`config.mk`:
```
export PLATFORM = sky130hd
export DESIGN_NAME = velocity_mem_ctrl
export DESIGN_NICKNAME = d
export VERILOG_FILES = /design/src/rtl/md_vel_ctrl_pkg.sv /design/src/rtl/vel_rd_pipe.sv /design/src/rtl/velocity_mem_ctrl.sv
export SDC_FILE = /design/constraint.sdc
export NUM_CORES = 1
export LEC_CHECK = 0
export ABC_CLOCK_PERIOD_IN_PS = 3960
export BUFFER_PORTS_ARGS = -buffer_cell sky130_fd_sc_hd__buf_2
export CORE_AREA = 8 8 161 163
export CTS_BUF_LIST = sky130_fd_sc_hd__clkbuf_16
export DETAILED_ROUTE_END_ITERATION = 16
export DIE_AREA = 0 0 169 171
export GPL_TIMING_DRIVEN = 0
export SYNTH_ARGS = -nofsm -noshare
export SYNTH_HDL_FRONTEND = slang
export SYNTH_SLANG_ARGS = --single-unit
```
`constraint.sdc`:
```
create_clock -name clk -period 3.96 [get_ports clk]
set_input_delay 0.198 -clock clk [delete_from_list [all_inputs] [get_ports clk]]
set_output_delay 0.198 -clock clk [all_outputs]
set_load 0.02 [all_outputs]
```
`src/rtl/md_vel_ctrl_pkg.sv`:
```
// Shared types and constants for the velocity RAM controller.
//   state_e  : controller FSM states
//   HDR_ADDR : RAM address of the header word (particle count)
package md_vel_ctrl_pkg;

  typedef enum logic [1:0] {
    StIdle,
    StFetch,
    StWait,
    StRun
  } state_e;

  localparam int unsigned HDR_ADDR = 0;

endpackage

```
`src/rtl/vel_rd_pipe.sv`:
```
// Read-in-flight tracker: one {valid, oob} slot per cycle of read latency.
// Ports:
//   clk, rst  : clock, synchronous active-high clear
//   push      : a read was granted this cycle
//   push_oob  : that read was out of range (answer with zero data)
//   out_valid : oldest slot reached the RAM data return cycle
//   out_oob   : that slot belongs to an out-of-range read
module vel_rd_pipe #(
  parameter int unsigned Depth = 2
) (
  input  logic clk,
  input  logic rst,
  input  logic push,
  input  logic push_oob,
  output logic out_valid,
  output logic out_oob
);

  logic [Depth-1:0] valid_q, valid_d;
  logic [Depth-1:0] oob_q, oob_d;

  always_comb begin
    valid_d    = valid_q << 1;
    oob_d      = oob_q << 1;
    valid_d[0] = push;
    oob_d[0]   = push & push_oob;
  end

  always_ff @(posedge clk) begin
    if (rst) begin
      valid_q <= '0;
      oob_q   <= '0;
    end else begin
      valid_q <= valid_d;
      oob_q   <= oob_d;
    end
  end

  assign out_valid = valid_q[Depth-1];
  assign out_oob   = oob_q[Depth-1];

endmodule

```
`src/rtl/velocity_mem_ctrl.sv`:
```
// Sequencing and arbitration controller for one per-cell velocity RAM.
// On init_start it reads the header word (address 0) and publishes the clamped
// particle count, then shares the single RAM port between a read requester and
// a write requester, range-checking every address.
// Ports:
//   clk, rst                  : clock, synchronous active-high reset
//   init_start / init_done    : start header fetch / high while running
//   particle_count            : header value, clamped to PARTICLE_NUM-1
//   rd_req/rd_addr/rd_gnt     : read request handshake
//   rd_data_valid/rd_data     : read response, in grant order
//   wr_req/wr_addr/wr_data/wr_gnt : write request handshake
//   err_oob                   : pulse on out-of-range grant or clamped header
//   ram_*                     : registered RAM port, ram_q returns read data
module velocity_mem_ctrl
  import md_vel_ctrl_pkg::*;
#(
  parameter int unsigned DATA_WIDTH   = 96,
  parameter int unsigned ADDR_WIDTH   = 8,
  parameter int unsigned PARTICLE_NUM = 220,
  parameter int unsigned RD_LAT       = 1,
  parameter int unsigned WR_BURST_MAX = 4
) (
  input  logic                  clk,
  input  logic                  rst,
  input  logic                  init_start,
  output logic                  init_done,
  output logic [ADDR_WIDTH-1:0] particle_count,
  input  logic                  rd_req,
  input  logic [ADDR_WIDTH-1:0] rd_addr,
  output logic                  rd_gnt,
  output logic                  rd_data_valid,
  output logic [DATA_WIDTH-1:0] rd_data,
  input  logic                  wr_req,
  input  logic [ADDR_WIDTH-1:0] wr_addr,
  input  logic [DATA_WIDTH-1:0] wr_data,
  output logic                  wr_gnt,
  output logic                  err_oob,
  output logic [ADDR_WIDTH-1:0] ram_address,
  output logic [DATA_WIDTH-1:0] ram_data,
  output logic                  ram_rden,
  output logic                  ram_wren,
  input  logic [DATA_WIDTH-1:0] ram_q
);

  localparam int unsigned WaitW   = $clog2(RD_LAT + 1);
  localparam int unsigned StreakW = $clog2(WR_BURST_MAX + 1);
  localparam logic [ADDR_WIDTH-1:0] MaxCount = ADDR_WIDTH'(PARTICLE_NUM - 1);
  localparam logic [WaitW-1:0]      WaitLast = WaitW'(RD_LAT);
  localparam logic [StreakW-1:0]    BurstMax = StreakW'(WR_BURST_MAX);

  state_e                state_q, state_d;
  logic [WaitW-1:0]      wait_cnt_q, wait_cnt_d;
  logic [ADDR_WIDTH-1:0] count_q, count_d;
  logic [StreakW-1:0]    streak_q, streak_d;
  logic [ADDR_WIDTH-1:0] ram_address_d;
  logic [DATA_WIDTH-1:0] ram_data_d;
  logic                  ram_rden_d, ram_wren_d;
  logic                  pipe_push, pipe_oob, pipe_valid, pipe_out_oob;

  logic [ADDR_WIDTH-1:0] hdr;
  logic                  hdr_clamp, rd_in_range, wr_in_range;

  assign hdr       = ram_q[ADDR_WIDTH-1:0];
  assign hdr_clamp = hdr > MaxCount;
  // Address 0 is the header, so it is never a legal data address.
  assign rd_in_range = (rd_addr != '0) && (rd_addr <= count_q);
  assign wr_in_range = (wr_addr != '0) && (wr_addr <= count_q);

  always_comb begin
    state_d       = state_q;
    wait_cnt_d    = wait_cnt_q;
    count_d       = count_q;
    streak_d      = '0;
    ram_address_d = '0;
    ram_data_d    = '0;
    ram_rden_d    = 1'b0;
    ram_wren_d    = 1'b0;
    rd_gnt        = 1'b0;
    wr_gnt        = 1'b0;
    err_oob       = 1'b0;
    pipe_push     = 1'b0;
    pipe_oob      = 1'b0;
    unique case (state_q)
      StIdle: begin
        if (init_start) state_d = StFetch;
      end
      StFetch: begin
        ram_rden_d    = 1'b1;
        ram_address_d = ADDR_WIDTH'(HDR_ADDR);
        wait_cnt_d    = '0;
        state_d       = StWait;
      end
      StWait: begin
        // Covers the rden cycle plus RD_LAT cycles of RAM latency.
        if (wait_cnt_q == WaitLast) begin
          count_d = hdr_clamp ? MaxCount : hdr;
          err_oob = hdr_clamp;
          state_d = StRun;
        end else begin
          wait_cnt_d = wait_cnt_q + 1'b1;
        end
      end
      StRun: begin
        wr_gnt = wr_req && !(rd_req && (streak_q == BurstMax));
        rd_gnt = rd_req && !wr_gnt;
        if (wr_gnt) begin
          streak_d = (streak_q == BurstMax) ? streak_q : streak_q + 1'b1;
          if (wr_in_range) begin
            ram_wren_d    = 1'b1;
            ram_address_d = wr_addr;
            ram_data_d    = wr_data;
          end else begin
            err_oob = 1'b1;
          end
        end else if (rd_gnt) begin
          pipe_push = 1'b1;
          if (rd_in_range) begin
            ram_rden_d    = 1'b1;
            ram_address_d = rd_addr;
          end else begin
            // Keeps its ordering slot, answered with zero data.
            err_oob  = 1'b1;
            pipe_oob = 1'b1;
          end
        end
        if (init_start) state_d = StFetch;
      end
      default: state_d = StIdle;
    endcase
  end

  always_ff @(posedge clk) begin
    if (rst) begin
      state_q     <= StIdle;
      wait_cnt_q  <= '0;
      count_q     <= '0;
      streak_q    <= '0;
      ram_address <= '0;
      ram_data    <= '0;
      ram_rden    <= 1'b0;
      ram_wren    <= 1'b0;
    end else begin
      state_q     <= state_d;
      wait_cnt_q  <= wait_cnt_d;
      count_q     <= count_d;
      streak_q    <= streak_d;
      ram_address <= ram_address_d;
      ram_data    <= ram_data_d;
      ram_rden    <= ram_rden_d;
      ram_wren    <= ram_wren_d;
    end
  end

  vel_rd_pipe #(
    .Depth(RD_LAT + 1)
  ) u_rd_pipe (
    .clk      (clk),
    .rst      (rst),
    .push     (pipe_push),
    .push_oob (pipe_oob),
    .out_valid(pipe_valid),
    .out_oob  (pipe_out_oob)
  );

  assign init_done      = (state_q == StRun);
  assign particle_count = count_q;
  assign rd_data_valid  = pipe_valid;
  assign rd_data        = (pipe_valid && !pipe_out_oob) ? ram_q : '0;

endmodule

```
==> impl_metrics.py, run 1 <==
metrics = {
    "min_path": {
        "hold_path.class": "in2reg",
    },
    "final_layout": {
        "layout.nets": 1202,
        "drive_gt1_share_pct": 54.80,
        "syn_to_final_growth_pct": 60.93,
        "final_cell_mix": "buf_2, dfxtp_1, and2_1",
        "final_common_cell": "buf_2",
    },
    "sta": {
        "maxSlewHeadroom_pct": 66.51,
        "finalSetupTns_ns": 0,
        "setup_viol": 0,
        "maxSlewViolCount": 0,
        "setup_ws_ns": 1.236,
        "fmax_mhz": 367.2,
        "fin_crit_sh_pct": 68.78,
        "hold_violations": 0,
        "tightestPinTransition_ns": 0.5023,
        "rsz0062_at_grt": "no",
        "period_minus_slack_ns": 2.724,
        "fin_skew_ns": 0.01858,
    },
    "run_status": {
        "run_status": "completed",
    },
    "logic_synthesis": {
        "synth_fp_nets": 746,
        "synth_edf_count": 0,
        "synth.top_cell.area_share_pct": 46.53,
        "ys_seq_area_share_pct": 46.53,
        "synth-seq-cells": 124,
        "syn_area_sq_um": 5335,
        "yosys-top-cells-area": "dfxtp_1, nor3b_2, and2_1",
        "synth.distinct_cells": 42,
        "yosysWarnings": 0,
        "ys.flop_type": "dfxtp_1",
        "synthArstFlopShare_pct": 0,
        "synth_top_cell_by_area": "dfxtp_1",
        "syn_inst": 511,
        "avgSynthCellArea_sq_um": 10.44,
    },
    "placement": {
        "hpwl_microns": 18600,
        "gp_congestion": 0.8414,
        "place_ws_ns": 1.613,
        "io_buffers": 427,
    },
    "routing": {
        "drt_first_pass_iters": 4,
        "drtIter0Drc": 199,
        "vias_per_cell": 4.047,
        "drc": 0,
        "vias": 5261,
        "ant_nets": 0,
        "drt_wl_total_microns": 22310,
        "wl_per_cell_microns": 17.16,
    },
    "critical_path": {
        "worstPathMaxFanout": 9,
        "cp.required_ns": 3.76,
        "worstSetupPathType": "reg2out",
        "cp-end-kind": "output pin",
        "arrival_ns": 2.53,
        "crit_path_start_kind": "flop",
    },
    "cts": {
        "clockBufferDepth": 2,
        "worstSkewPairLatency_ns": 0.41,
        "postCtsSetupBuffers": 0,
        "post_cts_resized": 0,
        "htree_levels": 4,
        "cts_tree": "yes",
        "clk_pin_slew_ns": 0.06,
        "clkSinkCount": 124,
        "cts_hold_buf": 10,
        "ctsRootBufferMaster": "clkbuf_16",
        "cts_made_buffers": 17,
    },
    "power": {
        "p_per_area_nw_per_um2": 394.6,
        "power_mw": 3.388,
        "p_leak_nw": 4.362,
        "vdd_drop_max_mv": 0.2256,
    },
    "floorplanning": {
        "die_x_microns": 169,
        "io_pins": 428,
        "core_area_sq_um": 23260,
        "initial_core_util_pct": 22.93,
        "row_count": 56,
        "die-area_sq_um": 28900,
        "chipHeight_microns": 171,
    },
    "global_routing": {
        "first_global_vias": 5513,
        "grt_pass1_wl_microns": 32640,
        "grt_max_degree": 17,
        "antenna_found_initial": 10,
        "grt_use_total_pct": 14.82,
        "grt-ovfl-total": 0,
    },
    "flow_run": {
        "max_cap_viol_count": 0,
    },
}
-- where the power goes --
part / leakage [nW] / internal [mW] / switching, mW
Clock: 0.294 / 1.00 / 0.622
Combinational: 3.07 / 0.218 / 0.248
Sequential: 0.999 / 1.28 / 0.0198
Total: 4.36 / 2.50 / 0.890
-- worst max-delay path, stage by stage, from the launching register on --
cell and delay (ns):
dfxtp_1 0.35, inv_1 0.07, ha_1 0.19, and2_1 0.13
buf_2 0.21, nand4_2 0.26, and3_1 0.23, a32o_1 0.24
a21oi_1 0.21, buf_2 0.24
-- cells by family (layout without fill, tap and decap cells) --
logic type                 Yosys count  after routing  synth area share (%)
DFF                                124            124                 46.53
and+or+nand+nor                    254            254                 35.37
AOI/OAI and AO/OA                   41             41                 5.183
muxes                                3              3                0.5629
xor gates and xnor gates             1              1                0.1642
other                                0              1                     0
buffers and inverters               66            535                 7.036
adders and majority gates           22             22                 5.159
-- cell usage after synthesis, types with 3 or more instances --
cell type    n
nor3b_1     47
nor2_1      10
a21oi_1     14
a31oi_1      5
nor3_1       3
ha_1        22
nand2_1     21
inv_1       31
buf_8        6
mux2i_1      3
nand4_1      5
dfxtp_1    124
clkbuf_1    10
o21ai_0      4
nand3_1      4
buf_2       12
and2_1      97
buf_6        6
nor2b_1      7
nor3b_2     49
o32ai_1      7
-- sequential cells by signal, summed over array words and instances (netlist names) --
name / cells
ram_data: 96
particle_count: 8
ram_address: 8
streak_q: 3
state_q: 2
u_rd_pipe.oob_q: 2
u_rd_pipe.valid_q: 2
ram_rden: 1
ram_wren: 1
wait_cnt_q: 1
-- layout make-up --
class                   instances  area, sq um
well taps                     319        399.1
clock inverters                15        186.4
multi-input cells             321         2477
inverters                      31        116.4
clock buffers                  17        425.4
plain buffers                  35        259.0
diodes                          1        2.502
fillers                      2434        14680
repair buffers                437         2237
flip-flops and latches        124         2482
-- worst paths after layout --
kind                                                     start                            end  slack, ns  cells after the start
worst max-delay path                   state_q[0]$_SDFFE_PP0P_                        err_oob       1.24                      9
worst max register to register  particle_count[7]$_SDFFE_PP0P_            ram_rden$_SDFF_PP0_       1.74                      6
worst min-delay path                               wr_data[61]        ram_data[61]$_SDFF_PP0_       0.02                      2
worst min register to register   u_rd_pipe.oob_q[0]$_SDFF_PP0_  u_rd_pipe.oob_q[1]$_SDFF_PP0_       0.44                      1
-- routing by layer --
layer | part of all wire (%) | vias to the layer above | track usage (%) | routed length, microns
li1 | - | 2631 | - | -
met1 | 39 | 2368 | 15.89 | 8613
met2 | 49 | 212 | 25.66 | 10990
met3 | 11 | 30 | 7.536 | 2394
met4 | 0.82 | 20 | 3.617 | 182
met5 | 0.56 | - | 0 | 126
-- metrics by stage --
step           cell area [sq um]  hold WS, ns  utilization (%)  instances
2_1_floorplan               5335       0.2696                -        511
3_3_place_gp                7871       0.4213            33.84       1257
3_5_place_dp                7871       0.4333            33.84       1257
4_1_cts                     8583    0.0002433            36.90       1299
5_1_grt                     8583     0.007428            36.90       1299
6_report                    8586      0.01983            36.91       1300
No activity file was read; power rests on OpenSTA's default activity.
==> run 2: changes to the inputs <==
ABC_CLOCK_PERIOD_IN_PS = 2400   (was 3960)
CORE_AREA = 8 8 159 161   (was 8 8 161 163)
DIE_AREA = 0 0 167 169   (was 0 0 169 171)
clock period = 2.4 ns   (was 3.96 ns; I/O delays follow)
==> run 2 against run 1 <==
Effect of this change: combinational power is 100% higher; critical path depth is 1 lower; sequential power is 65% higher; non-clock buffer count is 105 higher; sequential share of layout area is 2.9 points lower; register-to-register slack worse by 1.5 ns; count of clock-buffer cells in the layout stayed put; largest power group unchanged.
==> impl_metrics.py, run 2 (synthesis results as in run 1) <==
metrics = {
    "final_layout": {
        "largest_reg_flops": 96,
        "regMostFlops": "ram_data",
        "fin_area_sq_um": 9580,
        "drive_gt1_share_pct": 51.11,
        "final_cell_mix": "buf_2, dfxtp_1, dlygate4sd3_1",
        "final_common_cell": "buf_2",
        "fill_cells": 2213,
        "layout.nets": 1307,
        "post-route-util_pct": 41.81,
        "syn_to_final_growth_pct": 79.57,
    },
    "cts": {
        "htree_levels": 4,
        "clk_pin_slew_ns": 0.05,
        "cts_tree": "yes",
        "ctsRootBufferMaster": "clkbuf_16",
        "worstSkewPairLatency_ns": 0.41,
        "clockBufferDepth": 2,
        "clkSinkCount": 124,
        "cts_made_buffers": 17,
    },
    "placement": {
        "io_buffers": 427,
        "hpwl_microns": 18510,
        "gp_congestion": 0.8813,
        "placed_area_sq_um": 7835,
    },
    "sta": {
        "tightestPinTransition_ns": 0.4963,
        "period_minus_slack_ns": 2.385,
        "fin_skew_ns": 0.01004,
        "rsz0062_at_grt": "yes",
        "maxSlewViolCount": 0,
        "maxSlewHeadroom_pct": 66.82,
        "setup_viol": 0,
        "fmax_mhz": 419.2,
        "finalSetupTns_ns": 0,
        "fin_crit_sh_pct": 99.39,
        "hold_violations": 0,
    },
    "power": {
        "p_seq_share_pct": 39.0,
        "intPower_mw": 4.007,
        "sw_frac_of_total_pct": 26.98,
        "p_leak_nw": 4.778,
        "power_mw": 5.488,
        "p_sw_mw": 1.481,
        "p_per_area_nw_per_um2": 572.8,
        "combPwrFrac_pct": 17.1,
        "vdd_drop_max_mv": 0.5003,
        "power.share.clock_pct": 43.9,
    },
    "routing": {
        "drt_wl_total_microns": 23950,
        "drc": 0,
        "vias_per_cell": 4.124,
        "drt_first_pass_iters": 4,
        "ant_nets": 0,
        "vias": 5671,
        "wl_per_cell_microns": 17.42,
        "drtIter0Drc": 219,
    },
    "critical_path": {
        "crit_family": "buffers and inverters",
        "slowest_stage": "dlygate4sd3_1",
        "cp-end-kind": "output pin",
        "critPathBufInv": 3,
        "arrival_ns": 2.27,
        "worstPathMaxFanout": 3,
        "slowest_delay_ns": 0.56,
        "crit_path_start_kind": "primary input",
        "worstSetupPathType": "in2out",
        "cp.required_ns": 2.28,
        "crit_chain": "dlygate4sd3_1, buf_2, or4_4, o211ai_1, or3_1, o311ai_2, a21oi_2, buf_6",
    },
    "min_path": {
        "hold_path.class": "in2reg",
    },
    "global_routing": {
        "antenna_found_initial": 2,
        "first_global_vias": 6073,
        "grt_max_degree": 17,
        "grt_use_total_pct": 16.46,
        "grt-ovfl-total": 0,
        "grt_pass1_wl_microns": 36230,
    },
    "floorplanning": {
        "chipHeight_microns": 169,
        "die_x_microns": 167,
        "core_area_sq_um": 22910,
        "row_count": 56,
        "initial_core_util_pct": 23.29,
        "die-area_sq_um": 28220,
        "io_pins": 428,
    },
    "flow_run": {
        "max_cap_viol_count": 0,
    },
    "run_status": {
        "run_status": "completed",
    },
}
==> run 2: timing repair <==
| item | in CTS | in global routing |
|---|---|---|
| hold endpoints to repair | 111 | 0 |
| hold buffers | 111 | 0 |
| resized for setup | 13 | 5 |
| pin swaps | 3 | 2 |
| setup buffers | 4 | 0 |
| setup endpoints to repair | 1 | 44 |
==> run 2: layer usage <==
metal / track usage (%) / share of wire (%) / vias to the layer above
li1: - / - / 2832
met1: 19.09 / 42 / 2589
met2: 28.09 / 49 / 230
met3: 6.406 / 8.0 / 18
met4: 3.995 / 1.2 / 2
met5: 0 / 0.050 / -
==> run 2: cell type report <==
type	count	area (sq um)	share of cell area, %
antenna	1	2.502	0.02612
buffer	35	262.8	2.743
clock buffer	17	425.4	4.440
clock inverter	14	121.4	1.267
inverter	31	116.4	1.215
multi-input combinational	321	2512	26.22
sequential	124	2492	26.02
tap	290	362.8	3.787
timing repair buffer	542	3284	34.28
==> run 2: through the flow <==
step                      hold WS, ns  worst slack [ns]  instances
after floorplan                0.1916            0.3835        511
after global placement         0.3545            0.1164       1228
after detailed placement       0.3600           0.06063       1228
after CTS                   0.0003473          0.004303       1374
after global routing          0.01438          -0.08084       1374
final                         0.01624           0.01453       1375
==> run 2: tightest hold or removal path, delay by kind of cell <==
family          cells  cell delay, ns
buf+inv             2            0.17
compound gates      1            0.07
==> run 2: worst paths after layout <==
path,endpoint,cells past startpoint,slack [ns],from
worst max-delay path,err_oob,8,0.01,wr_addr[4]
worst max register to register,ram_rden$_SDFF_PP0_,8,0.22,particle_count[1]$_SDFFE_PP0P_
worst min register to register,u_rd_pipe.valid_q[1]$_SDFF_PP0_,1,0.43,u_rd_pipe.valid_q[0]$_SDFF_PP0_
worst min-delay path,ram_address[6]$_SDFF_PP0_,3,0.02,wr_addr[6]
==> run 2: power by group through the flow <==
stage | combinational, mW | clock [mW] | sequential, mW
3_5_place_dp | 0.780 | 0 | 2.19
2_1_floorplan | 0.413 | 0 | 2.21
4_1_cts | 0.940 | 2.50 | 2.14
6_report | 0.939 | 2.41 | 2.14
3_3_place_gp | 0.771 | 0 | 2.18
5_1_grt | 1.04 | 2.57 | 2.15
==> run 3: changes to the inputs <==
PLACE_DENSITY_LB_ADDON = 0.1   (was default)
==> run 3 against run 2 <==
Effect of this change: clock power up 7%; count of clock-buffer cells in the layout unchanged; clock skew grew 0.0014 ns; register-to-register slack improved by 0.05 ns; worst setup slack better by 0.033 ns; design area is 1.8% higher; core utilization is 0.74 points higher; via count fell by 0.12%; combinational power grew 1%; die area unchanged; global-route usage about the same; largest cell class unchanged.
==> impl_metrics.py, run 3 (synthesis results as in run 1) <==
metrics = {
    "critical_path": {
        "setup.worst_path.start": "rd_addr[6]",
        "cp.required_ns": 2.28,
        "r2r_start": "particle_count[1]$_SDFFE_PP0P_",
        "crit_end": "err_oob",
        "crit_path_start_kind": "primary input",
        "arrival_ns": 2.23,
        "r2r_setup_slack_ns": 0.27,
        "cp-end-kind": "output pin",
        "worstPathMaxFanout": 3,
        "reg2reg_to": "ram_address[2]$_SDFF_PP0_",
        "worstSetupPathType": "in2out",
        "worstRegToRegCells": 9,
    },
    "sta": {
        "fmax_mhz": 425.1,
        "tightestPinTransition_ns": 0.4873,
        "hold_violations": 0,
        "fin_crit_sh_pct": 98.03,
        "maxSlewViolCount": 0,
        "setup_viol": 0,
        "period_minus_slack_ns": 2.353,
        "fin_skew_ns": 0.01145,
        "rsz0062_at_grt": "yes",
        "maxSlewHeadroom_pct": 67.51,
    },
    "final_layout": {
        "final_cell_mix": "buf_2, dlygate4sd3_1, dfxtp_1",
        "fin_area_sq_um": 9751,
        "diodes": 0,
        "regMostFlops": "ram_data",
        "final_common_cell": "buf_2",
        "syn_to_final_growth_pct": 82.76,
        "layout.nets": 1314,
        "largest_reg_flops": 96,
        "drive_gt1_share_pct": 51.74,
    },
    "floorplanning": {
        "core_area_sq_um": 22910,
        "io_pins": 428,
        "chipHeight_microns": 169,
        "die-area_sq_um": 28220,
        "row_count": 56,
        "die_x_microns": 167,
        "initial_core_util_pct": 23.29,
    },
    "global_routing": {
        "grt_max_degree": 17,
        "first_global_vias": 5992,
        "grt_use_total_pct": 16.50,
        "grt_pass1_wl_microns": 36180,
        "antenna_found_initial": 0,
        "grt-ovfl-total": 0,
    },
    "routing": {
        "vias_per_cell": 4.098,
        "wl_per_cell_microns": 17.35,
        "drtIter0Drc": 227,
        "drc": 0,
        "ant_nets": 0,
        "drt_first_pass_iters": 4,
        "drt_wl_total_microns": 23970,
        "vias": 5664,
    },
    "cts": {
        "ctsRootBufferMaster": "clkbuf_16",
        "htree_levels": 4,
        "clockBufferDepth": 2,
        "cts_made_buffers": 17,
        "clk_pin_slew_ns": 0.06,
        "clkSinkCount": 124,
        "cts_tree": "yes",
        "worstSkewPairLatency_ns": 0.42,
    },
    "power": {
        "vdd_drop_max_mv": 0.4061,
        "p_leak_nw": 4.851,
        "power_mw": 5.661,
        "p_per_area_nw_per_um2": 580.6,
    },
    "placement": {
        "io_buffers": 427,
        "hpwl_microns": 19100,
        "placed_area_sq_um": 7835,
        "gp_congestion": 0.7495,
    },
    "min_path": {
        "hold_path.class": "in2reg",
    },
    "run_status": {
        "run_status": "completed",
    },
    "flow_run": {
        "max_cap_viol_count": 0,
    },
}
[run 3: cell types whose count changed in the layout (fill, tap and decap cells not counted), sizes merged]
cell	before	now
buf	455	456
bufinv	1	2
clkinv	8	7
clkinvlp	3	1
diode	1	0
dlygate4sd3	111	117
inv	33	36
[run 3: per-layer routing]
layer | share of wire, % | track usage (%)
met1 | 42 | 19.21
met2 | 51 | 28.93
met3 | 6.1 | 5.311
met4 | 1.1 | 3.956
met5 | 0 | 0
[run 3: stage by stage]
stage	std cells	utilization [%]	setup TNS, ns	worst slack [ns]	hold slack, ns
floorplan	511	-	0	0.3835	0.1916
global placement	1228	34.20	0	0.1607	0.3564
detailed placement	1228	34.20	0	0.1646	0.3598
CTS	1381	42.19	0	0.002685	0.004982
global route	1382	42.56	-0.03791	-0.03791	0.04879
finish	1382	42.56	0	0.04740	0.03076
[run 3: cell type report]
cell class / count / area (sq um)
buffer: 35 / 266.5
clock buffer: 17 / 425.4
clock inverter: 15 / 163.9
fill: 2337 / 13160
inverter: 31 / 116.4
multi-input combinational: 321 / 2565
sequential: 124 / 2494
tap: 290 / 362.8
timing repair buffer: 549 / 3357
[run 3: critical path: stages]
cell and delay (ns):
dlygate4sd3_1 0.55, buf_2 0.15, ha_1 0.30, nand4_1 0.16
nor2_1 0.07, a211o_1 0.29, a32o_2 0.30, a21oi_4 0.15
buf_6 0.14
[run 3: worst min-delay path by stage]
| stage | start | end | slack [ns] | depth (start not counted) |
|---|---|---|---|---|
| 2_1_floorplan | rst | u_rd_pipe.oob_q[1]$_SDFF_PP0_ | 0.19 | 1 |
| 3_3_place_gp | wr_data[67] | ram_data[67]$_SDFF_PP0_ | 0.36 | 2 |
| 3_5_place_dp | wr_data[71] | ram_data[71]$_SDFF_PP0_ | 0.36 | 2 |
| 4_1_cts | wr_addr[0] | ram_address[0]$_SDFF_PP0_ | 0.005 | 3 |
| 5_1_grt | wr_addr[0] | ram_address[0]$_SDFF_PP0_ | 0.05 | 3 |
| 6_report | wr_addr[0] | ram_address[0]$_SDFF_PP0_ | 0.03 | 3 |
[run 3: repair_timing]
item,in CTS,in global routing
endpoints found under the hold margin,114,0
gates resized for setup,11,19
setup endpoints to repair,1,41
hold buffers,117,0
cloned,0,0
setup buffers,4,3
pin swaps,3,10
[run 3: report_power, final]
group          total [mW]  leakage, nW  internal (mW)  switching [mW]
clock network        2.57        0.290           1.55            1.02
logic               0.951         3.56          0.495           0.457
registers            2.14         1.00           2.11          0.0338
